===== config.mk =====
export PLATFORM = sky130hd
export DESIGN_NAME = vector_sweep_gen_flat
export DESIGN_NICKNAME = d
export VERILOG_FILES = /design/src/rtl/vector_sweep_gen_if.sv /design/src/rtl/vector_sweep_gen.sv /design/src/flat_wrapper.sv
export SDC_FILE = /design/constraint.sdc
export NUM_CORES = 1
export LEC_CHECK = 0
export CAP_MARGIN = 40
export CORE_MARGIN = 1.5
export CORE_UTILIZATION = 30
export CTS_BUF_LIST = sky130_fd_sc_hd__clkbuf_2
export CTS_CLUSTER_SIZE = 20
export DETAILED_ROUTE_END_ITERATION = 8
export GPL_TIMING_DRIVEN = 0
export HOLD_SLACK_MARGIN = 0.12
export PLACE_DENSITY_LB_ADDON = 0.2
export SLEW_MARGIN = 20
export SYNTH_ARGS = -nofsm -noshare
export SYNTH_HDL_FRONTEND = slang
export SYNTH_SLANG_ARGS = --single-unit

===== constraint.sdc =====
create_clock -name clk -period 3.25 [get_ports clk]
set_input_delay 0.65 -clock clk [delete_from_list [all_inputs] [get_ports clk]]
set_output_delay 0.65 -clock clk [all_outputs]
set_load 0.02 [all_outputs]

===== src/rtl/vector_sweep_gen_if.sv =====
// Stimulus/response bundle between the sweep sequencer (master) and the
// environment that feeds it requests and the block-under-sweep response (slave).
interface vector_sweep_gen_if;
  logic        start;
  logic        abort;
  logic        s_in;
  logic        a;
  logic        b;
  logic        c;
  logic        d;
  logic [3:0]  vec_idx;
  logic        busy;
  logic        done;
  // `table` is a reserved word in SystemVerilog, so the captured word is truth_table.
  logic [15:0] truth_table;

  modport master (
    input  start, abort, s_in,
    output a, b, c, d, vec_idx, busy, done, truth_table
  );

  modport slave (
    output start, abort, s_in,
    input  a, b, c, d, vec_idx, busy, done, truth_table
  );
endinterface


===== src/rtl/vector_sweep_gen.sv =====
// Self-timed sweep of all 16 {a,b,c,d} vectors into a combinational block,
// holding each HOLD cycles and capturing the response as a truth-table word.
module vector_sweep_gen #(
  parameter int unsigned HOLD = 1
) (
  input  logic               clk,
  input  logic               rst_n,
  vector_sweep_gen_if.master bus
);
  localparam logic [7:0] HOLD_LAST = (HOLD <= 1) ? 8'd0 : 8'(HOLD - 1);

  localparam logic [1:0] ST_IDLE  = 2'd0;
  localparam logic [1:0] ST_DRIVE = 2'd1;
  localparam logic [1:0] ST_DONE  = 2'd2;

  logic [1:0]  state_q;
  logic [3:0]  vec_q;
  logic [7:0]  cnt_q;
  logic        busy_q;
  logic        done_q;
  logic [15:0] tbl_q;

  always_ff @(posedge clk or negedge rst_n) begin
    if (!rst_n) begin
      state_q <= ST_IDLE;
      vec_q   <= '0;
      cnt_q   <= '0;
      busy_q  <= 1'b0;
      done_q  <= 1'b0;
      tbl_q   <= '0;
    end else begin
      done_q <= 1'b0;
      case (state_q)
        ST_IDLE: begin
          if (bus.start) begin
            state_q <= ST_DRIVE;
            vec_q   <= '0;
            cnt_q   <= '0;
            busy_q  <= 1'b1;
            tbl_q   <= '0;
          end
        end
        ST_DRIVE: begin
          if (bus.abort) begin
            state_q <= ST_IDLE;
            vec_q   <= '0;
            cnt_q   <= '0;
            busy_q  <= 1'b0;
          end else if (cnt_q == HOLD_LAST) begin
            tbl_q[vec_q] <= bus.s_in;
            cnt_q        <= '0;
            if (vec_q == 4'd15) begin
              state_q <= ST_DONE;
              vec_q   <= '0;
              busy_q  <= 1'b0;
              done_q  <= 1'b1;
            end else begin
              vec_q <= vec_q + 4'd1;
            end
          end else begin
            cnt_q <= cnt_q + 8'd1;
          end
        end
        ST_DONE: begin
          state_q <= ST_IDLE;
        end
        default: begin
          state_q <= ST_IDLE;
          vec_q   <= '0;
          cnt_q   <= '0;
          busy_q  <= 1'b0;
        end
      endcase
    end
  end

  // vec_q is forced to 0 whenever the FSM leaves DRIVE, so it doubles as the
  // registered stimulus: {a,b,c,d} = vec_idx in DRIVE and 0000 elsewhere.
  assign {bus.a, bus.b, bus.c, bus.d} = vec_q;
  assign bus.vec_idx     = vec_q;
  assign bus.busy        = busy_q;
  assign bus.done        = done_q;
  assign bus.truth_table = tbl_q;
endmodule

===== src/flat_wrapper.sv =====
// flat-port wrapper written by rule: the top's interface ports become plain ports
module vector_sweep_gen_flat 
#(
  parameter int unsigned HOLD = 1
)
  (clk, rst_n, bus_start, bus_abort, bus_s_in, bus_a, bus_b, bus_c, bus_d, bus_vec_idx, bus_busy, bus_done, bus_truth_table);
  vector_sweep_gen_if bus_i ();
  input  logic clk;
  input  logic rst_n;
  input wire logic [$bits(bus_i.start)-1:0] bus_start;
  input wire logic [$bits(bus_i.abort)-1:0] bus_abort;
  input wire logic [$bits(bus_i.s_in)-1:0] bus_s_in;
  output wire logic [$bits(bus_i.a)-1:0] bus_a;
  output wire logic [$bits(bus_i.b)-1:0] bus_b;
  output wire logic [$bits(bus_i.c)-1:0] bus_c;
  output wire logic [$bits(bus_i.d)-1:0] bus_d;
  output wire logic [$bits(bus_i.vec_idx)-1:0] bus_vec_idx;
  output wire logic [$bits(bus_i.busy)-1:0] bus_busy;
  output wire logic [$bits(bus_i.done)-1:0] bus_done;
  output wire logic [$bits(bus_i.truth_table)-1:0] bus_truth_table;
  assign bus_i.start = bus_start;
  assign bus_i.abort = bus_abort;
  assign bus_i.s_in = bus_s_in;
  assign bus_a = bus_i.a;
  assign bus_b = bus_i.b;
  assign bus_c = bus_i.c;
  assign bus_d = bus_i.d;
  assign bus_vec_idx = bus_i.vec_idx;
  assign bus_busy = bus_i.busy;
  assign bus_done = bus_i.done;
  assign bus_truth_table = bus_i.truth_table;
  vector_sweep_gen #(.HOLD(HOLD)) u_core (.clk(clk), .rst_n(rst_n), .bus(bus_i));
endmodule

==> results.cfg, run 1 <==
[outcome]
outcome = complete, no violations

[die]
io_pins = 31
core_um2 = 5240
die_h_um = 77.6
chipWidth_um = 77.6
die_area_um2 = 6020
start_util_pct = 31.9
fp-row-count = 26

[cts]
numCtsBuffers = 5
clk_pin_slew_ps = 150
post_cts_buffers = 0
post_cts_resized = 0
clk_path_buf_depth = 2
worst_skew_pair.late_latency_ps = 380
root_buffer = clkbuf_2
cts.sinks = 32
cts.htree.levels = 2
cts_tree = built

[job]
maxCapViolCount = 0

[routing]
antenna_left = 0
drc = 0
drtIter0Drc = 86
drtPass1Iterations = 4
vias_per_cell = 5.06
drt_wl_total_um = 3920
vias = 1433
wl_per_cell_um = 13.9

[final_layout]
drive_above_1_share_pct = 10.3
antennaDiodeCount = 0
stdcell_count = 283
fin_area_um2 = 2140
fill_cells = 539
register_area_um2 = 801
post-route-util_pct = 40.9
nNetsFinal = 223
syn2layout_area_growth_pct = 28.5
multi_input_area_um2 = 778

[worst_setup_path]
slowest_delay_ps = 570
crit_path_max_fanout = 10
crit_chain = clkdlybuf4s50_1 -> nor3b_1 -> a31oi_1 -> clkbuf_1 -> o21ai_0 -> o21ai_1
critPathCaptureType = flop
slowest_stage = nor3b_1
path_class = input port to flop
required_ps = 3510
critPathTopFamily = buffers and inverters
worstPathArrival_ps = 2560
worst_setup_path_start_kind = input port
path_buf_inv = 2

[worst_hold_path]
hold_class = flop to flop

[timing]
fmax_mhz = 433
clock_skew_ps = 28.0
slew_viol_final = 0
worst_pin_slew_ps = 677
hold_slack_ps = 525
finalSetupViolations = 0
rsz0062_at_grt = no
setup_tns_ps = 0
worst_slack_ps = 942
hold_viol = 0
max_slew_margin_pct = 54.7
finalCritPeriodShare_pct = 71.0
period_minus_slack_ps = 2310

[place]
dp_cells = 274
io_buffers = 30
gp_congestion = 0.830
dp_hpwl_um = 2800
dp_slack_ps = 573
placed_area_um2 = 2070

[pwr]
p_int_mw = 0.615
comb_power_share_pct = 21.0
clock_power_share_pct = 30.4
p_sw_mw = 0.262
switching_share_pct = 29.8
leakagePower_nw = 0.906
power_per_cell_area_nw_per_um2 = 409
power_mw = 0.877
ir_worst_vdd_mv = 0.187
seqPwrFrac_pct = 48.6

[synthesis]
synth.distinct_cells = 37
synth_warnings = 0
synth-seq-cells = 32
synth_area_um2 = 1670
synth_seq_area_share_pct = 48.0
synth_area_per_cell_um2 = 9.65
synth_nets = 184
syn_inst = 173

[grt]
grt_pass1_vias = 1317
grt.total_usage_pct = 14.2
grt_pass1_wl_um = 6610
globalRouteOverflowTotal = 0
grt_max_degree = 32
antenna_found_initial = 0
==> final timing paths <==
path | startpoint | endpoint | slack (ps) | depth (start not counted)
setup reg to reg | u_core.state_q[1] | u_core.bus.truth_table[15] | 1180 | 5
min in group asynchronous | rst_n | u_core.bus.done | 590 | 2
hold reg to reg | u_core.bus.truth_table[15] | u_core.bus.truth_table[15] | 530 | 2
max in group asynchronous | rst_n | u_core.bus.busy | 2320 | 3
setup / recovery | bus_abort | u_core.bus.truth_table[15] | 940 | 6
hold / removal | u_core.bus.truth_table[15] | u_core.bus.truth_table[15] | 530 | 2
==> layout by cell type, fill, tap and decap left out, types with 2 or more instances in the layout <==
master,instances
a21oi_1,12
a31oi_1,5
and3_1,2
buf_4,4
buf_6,2
clkbuf_1,6
clkbuf_2,5
clkdlybuf4s50_1,29
clkinv_1,2
dfrtp_1,32
ha_1,6
inv_1,4
nand2_1,7
nand2b_1,2
nand3_1,6
nor2_1,10
nor2b_1,4
nor3b_1,3
nor4_1,2
o2111ai_1,4
o21ai_0,26
o21ai_1,12
or2_2,2
xor2_1,6
==> cell families (layout without fill, tap and decap cells) <==
logic type	count (synthesis)	after routing	share of synthesized area (%)
compound gates	65	65	21.9
simple gates	48	48	17.1
flops	32	32	48.0
buf+inv	16	56	5.40
fa+ha+maj	6	6	4.50
xor+xnor	6	6	3.15
==> sequential cells by signal (all words and copies together), names as in the netlist <==
register and cells:
u_core.bus.truth_table 16, u_core.cnt_q 8, u_core.bus.vec_idx 4, u_core.state_q 2, u_core.bus.busy 1, u_core.bus.done 1
==> synthesized netlist by cell type, drive strengths merged <==
master   count  share of area [%]
a211o        1               0.52
a21o         1               0.45
a21oi       13                4.1
a22o         1               0.52
a31oi        5                1.9
and3         2               0.75
buf          6                3.1
clkbuf       6                1.3
dfrtp       32                 48
ha           6                4.5
inv          4               0.90
nand2        7                1.6
nand2b       2               0.75
nand3        7                2.4
nand3b       1               0.45
nand4        1               0.38
nor2        10                2.2
nor2b        4                1.5
nor3         2                1.3
nor3b        3                1.3
nor4         3                1.5
o2111ai      4                2.1
o21ai       38                 11
o22ai        1               0.38
o41ai        1               0.52
or2          2               0.75
or2b         1               0.45
or3b         2                1.0
or4          1               0.67
xor2         6                3.1
==> power groups by stage <==
stage	Combinational [mW]	Sequential, mW	Clock (mW)
final	0.184	0.426	0.267
after global routing	0.204	0.429	0.289
after CTS	0.186	0.426	0.278
after detailed placement	0.184	0.434	0
after global placement	0.182	0.433	0
after floorplan	0.0943	0.446	0
==> tightest hold or removal path, stage by stage, from the launching register on <==
cell and delay (ps):
dfrtp_1 370, o21ai_0 70, o21ai_1 60
==> routing by layer <==
layer | global-route usage, % | vias up | part of all wire (%)
li1 | - | 703 | -
met1 | 20.3 | 688 | 49
met2 | 19.9 | 36 | 44
met3 | 4.00 | 6 | 4.4
met4 | 5.82 | 0 | 1.7
met5 | 0 | - | 0
==> cell type report <==
cell class	instances	area share [%]
flip-flops and latches	32	37.3
multi-input cells	125	36.3
repair buffers	32	15.2
well taps	70	4.08
plain buffers	12	3.50
clock inverters	3	1.75
clock buffers	5	1.17
inverters	4	0.700
==> what timing repair did <==
| item | in CTS | in global routing |
|---|---|---|
| hold buffers | 1 | 0 |
| endpoints found under the hold margin | 1 | 0 |
| setup endpoints to repair | 0 | 0 |
Note: power is estimated with default switching activity, not from simulation.
==> run 2: changes to the inputs <==
==> constraint.sdc (replaced) <==
create_clock -name clk -period 2.2 [get_ports clk]
set_input_delay 0.44 -clock clk [delete_from_list [all_inputs] [get_ports clk]]
set_output_delay 0.44 -clock clk [all_outputs]
set_load 0.02 [all_outputs]
==> run 2 against run 1 <==
- via count rose by 0.21%
- global-route usage unchanged
- wire length about the same
- cell count unchanged
- critical path depth unchanged
- first-iteration DRC count rose by 5.8%
- cell area grew 0.23%
- clock skew shrank 1.2 ps
- utilization rose by 0.096 points
- sequential power increased by 48%
- flip-flop and latch count unchanged
- critical endpoint unchanged
- largest cell class unchanged
- largest power group unchanged
- highest routed layer unchanged
==> results.cfg, run 2 (synthesis gave the netlist of run 1 again) <==
[routing]
vias = 1436
drtIter0Drc = 91
drt_wl_total_um = 3920
drc = 0
wl_per_cell_um = 13.9
vias_per_cell = 5.07
antenna_left = 0
drtPass1Iterations = 4

[timing]
fmax_mhz = 476
max_slew_margin_pct = 55.6
clock_skew_ps = 26.8
slew_viol_final = 0
worst_pin_slew_ps = 664
setup_tns_ps = 0
finalSetupViolations = 0
period_minus_slack_ps = 2100
worst_slack_ps = 99.6
rsz0062_at_grt = no
finalCritPeriodShare_pct = 95.5
hold_viol = 0

[final_layout]
antennaDiodeCount = 0
stdcell_count = 283
syn2layout_area_growth_pct = 28.8
fill_cells = 541
drive_above_1_share_pct = 10.8
largest_reg_flops = 16
nNetsFinal = 223
post-route-util_pct = 41.0
mostFrequentLayoutCell = dfrtp_1
final_cell_mix = 32 x dfrtp_1, 29 x clkdlybuf4s50_1, 26 x o21ai_0

[worst_setup_path]
worst_setup_path_start_kind = input port
worstPathArrival_ps = 2360
required_ps = 2460
critPathCaptureType = flop
crit_path_max_fanout = 10
path_class = input port to flop

[grt]
grt_pass1_wl_um = 6610
globalRouteOverflowTotal = 0
antenna_found_initial = 0
grt_pass1_vias = 1317
grt.total_usage_pct = 14.2
grt_max_degree = 32

[place]
dp_hpwl_um = 2800
dp_slack_ps = -267
gp_congestion = 0.830
io_buffers = 30
dp_cells = 274

[pwr]
power_per_cell_area_nw_per_um2 = 603
leakagePower_nw = 0.908
ir_worst_vdd_mv = 0.277

[die]
fp-row-count = 26
start_util_pct = 31.9
io_pins = 31
core_um2 = 5240
die_area_um2 = 6020
die_h_um = 77.6
chipWidth_um = 77.6

[cts]
clk_path_buf_depth = 2
numCtsBuffers = 5
post_cts_buffers = 0
root_buffer = clkbuf_2
cts.htree.levels = 2
cts_tree = built
clk_pin_slew_ps = 150
worst_skew_pair.late_latency_ps = 380
cts.sinks = 32

[outcome]
outcome = complete, no violations

[worst_hold_path]
hold_class = input port to async pin

[job]
maxCapViolCount = 0
[run 2: where the power goes]
group	switching (mW)	internal [mW]
registers	0.0197	0.609
clock network	0.209	0.185
logic	0.158	0.114
[run 2: metrics by stage]
stage | hold WS, ps | total power [mW] | cell area, um2
CTS | 355 | 1.32 | 2140
detailed placement | 239 | 0.913 | 2070
global placement | 493 | 0.908 | 2060
global route | 368 | 1.36 | 2150
finish | 377 | 1.30 | 2150
floorplan | 144 | 0.799 | 1670
[run 2: what timing repair did]
item	4_1_cts	5_1_grt
hold endpoints to repair	32	0
hold buffers	1	0
gates resized for setup	0	1
setup endpoints to repair	0	3
[run 2: layout make-up]
cell class	instances	area [um2]	share of cell area (%)
well taps	70	87.6	4.07
multi-input cells	125	783	36.4
inverters	4	15.0	0.698
plain buffers	12	75.1	3.49
clock inverters	3	37.5	1.75
flip-flops and latches	32	801	37.3
clock buffers	5	25.0	1.16
repair buffers	32	325	15.1
[run 2: per-layer routing]
| layer | wire length (um) | vias to the layer above | global-route usage [%] |
|---|---|---|---|
| li1 | - | 703 | - |
| met1 | 1910 | 689 | 20.3 |
| met2 | 1750 | 38 | 19.9 |
| met3 | 193 | 6 | 4.00 |
| met4 | 65 | 0 | 5.82 |
| met5 | 0 | - | 0 |
[run 2: path summary, 6_finish.rpt]
check,startpoint,endpoint,slack [ps],depth (start not counted)
setup / recovery,bus_abort,u_core.bus.truth_table[15],100,6
hold / removal,rst_n,u_core.bus.done,380,2
setup reg to reg,u_core.state_q[1],u_core.bus.truth_table[15],120,5
hold reg to reg,u_core.bus.truth_table[15],u_core.bus.truth_table[15],530,2
max in group asynchronous,rst_n,u_core.bus.busy,1480,3
min in group clk,u_core.bus.truth_table[15],u_core.bus.truth_table[15],530,2
[run 2: critical path: stages]
cell and delay, ps:
clkdlybuf4s50_1 410, nor3b_1 560, a31oi_1 380, clkbuf_1 300, o21ai_0 190, o21ai_1 80
==> run 3: changes to the inputs <==
--- a/config.mk
+++ b/config.mk
@@ -6,6 +6,7 @@
 export NUM_CORES = 1
 export LEC_CHECK = 0
 export CAP_MARGIN = 40
+export CORE_ASPECT_RATIO = 0.7
 export CORE_MARGIN = 1.5
 export CORE_UTILIZATION = 30
 export CTS_BUF_LIST = sky130_fd_sc_hd__clkbuf_2
==> run 3 against run 2 <==
- wire length up 8.7%
- fmax up 2.7%
- utilization down 0.63 points
- count of clock-buffer cells in the layout unchanged
- clock power down 30%
- total power down 8.2%
- cell count up 0.71%
- combinational power up 4%
- worst hold slack better by 99 ps
- largest power group unchanged
==> results.cfg, run 3 (synthesis gave the netlist of run 1 again) <==
[outcome]
outcome = complete, no violations

[die]
chipWidth_um = 92.2
die_area_um2 = 6030
die_h_um = 65.4
io_pins = 31
start_util_pct = 31.4
core_um2 = 5310
fp-row-count = 22

[timing]
finalCritPeriodShare_pct = 92.9
clock_skew_ps = 8.52
finalSetupViolations = 0
setup_tns_ps = 0
hold_viol = 0
worst_pin_slew_ps = 578
worst_slack_ps = 156
rsz0062_at_grt = no
hold_slack_ps = 476
period_minus_slack_ps = 2040
slew_viol_final = 0
fmax_mhz = 489
max_slew_margin_pct = 61.3

[final_layout]
stdcell_count = 285
antennaDiodeCount = 0
multi_input_area_um2 = 795
mostFrequentLayoutCell = dfrtp_1
final_cell_mix = 32 x dfrtp_1, 29 x clkdlybuf4s50_1, 26 x o21ai_0
drive_above_1_share_pct = 12.2
fin_area_um2 = 2150
fill_cells = 540
register_area_um2 = 801
post-route-util_pct = 40.4
largest_reg_flops = 16
nNetsFinal = 223
syn2layout_area_growth_pct = 28.6

[pwr]
ir_worst_vdd_mv = 0.241
power_mw = 1.19
leakagePower_nw = 0.906
power_per_cell_area_nw_per_um2 = 554

[cts]
clk_path_buf_depth = 2
post_cts_buffers = 0
root_buffer = clkbuf_2
worst_skew_pair.late_latency_ps = 360
numCtsBuffers = 5
cts_tree = built
cts.htree.levels = 2
clk_pin_slew_ps = 170
cts.sinks = 32

[routing]
drt_wl_total_um = 4260
vias_per_cell = 5.02
drtIter0Drc = 124
wl_per_cell_um = 15.0
vias = 1432
drtPass1Iterations = 4
drc = 0
antenna_left = 0

[worst_setup_path]
required_ps = 2500
path_class = flop to flop
worst_r2r_path_depth = 6
rr_endpoint = u_core.bus.truth_table[4]
crit_path_max_fanout = 7
worstPathArrival_ps = 2350
r2r-start = u_core.cnt_q[0]
worst_setup_path_start_kind = flop
r2r_setup_slack_ps = 160
critPathCaptureType = flop

[grt]
grt_max_degree = 22
grt_pass1_wl_um = 7220
globalRouteOverflowTotal = 0
antenna_found_initial = 0
grt_pass1_vias = 1382
grt.total_usage_pct = 15.7

[place]
dp_hpwl_um = 3160
dp_slack_ps = -339
gp_congestion = 0.801
dp_cells = 276
placed_area_um2 = 2080
io_buffers = 30

[worst_hold_path]
hold_class = input port to async pin

[job]
maxCapViolCount = 0
## run 3: changes by cell type in the layout (fill, tap and decap cells not counted), sizes merged
cell	delta
bufinv	-1
clkinv	+1
## run 3: per-layer routing
layer	GRT usage, %	part of all wire, %	vias to the layer above
met5	0	0	-
met4	4.62	0.89	0
met3	4.28	7.9	4
met2	18.5	36	42
met1	25.9	55	685
li1	-	-	701
## run 3: layout make-up
| type | count | share of cell area, % |
|---|---|---|
| sequential | 32 | 37.3 |
| multi-input combinational | 125 | 37.0 |
| timing repair buffer | 32 | 15.5 |
| tap | 72 | 4.20 |
| buffer | 12 | 3.50 |
| clock buffer | 5 | 1.17 |
| inverter | 4 | 0.699 |
| clock inverter | 3 | 0.641 |
## run 3: what timing repair did
action	in CTS	in global routing
resized for setup	0	3
endpoints found under the setup margin	0	10
hold buffers	1	0
endpoints found under the hold margin	11	0
## run 3: worst max path at each step
stage,start,end,depth (start not counted)
floorplan,u_core.cnt_q[0],u_core.bus.truth_table[2],6
global placement,bus_abort,u_core.bus.truth_table[5],6
detailed placement,bus_abort,u_core.bus.truth_table[7],6
CTS,bus_abort,u_core.bus.truth_table[7],6
global route,u_core.cnt_q[0],u_core.bus.truth_table[0],6
finish,u_core.cnt_q[0],u_core.bus.truth_table[4],6
## run 3: power breakdown
group / leakage (nW) / total [mW] / internal [mW] / switching (mW)
clock: 0.0302 / 0.277 / 0.0713 / 0.205
combinational: 0.436 / 0.283 / 0.117 / 0.166
sequential: 0.441 / 0.629 / 0.609 / 0.0201
## run 3: worst max-delay path, cell delays in order, from the launching register on
cell and delay (ps):
dfrtp_1 440, inv_1 90, ha_1 160, or3b_2 510, nor3_4 300, nand3_1 290
o21ai_1 200
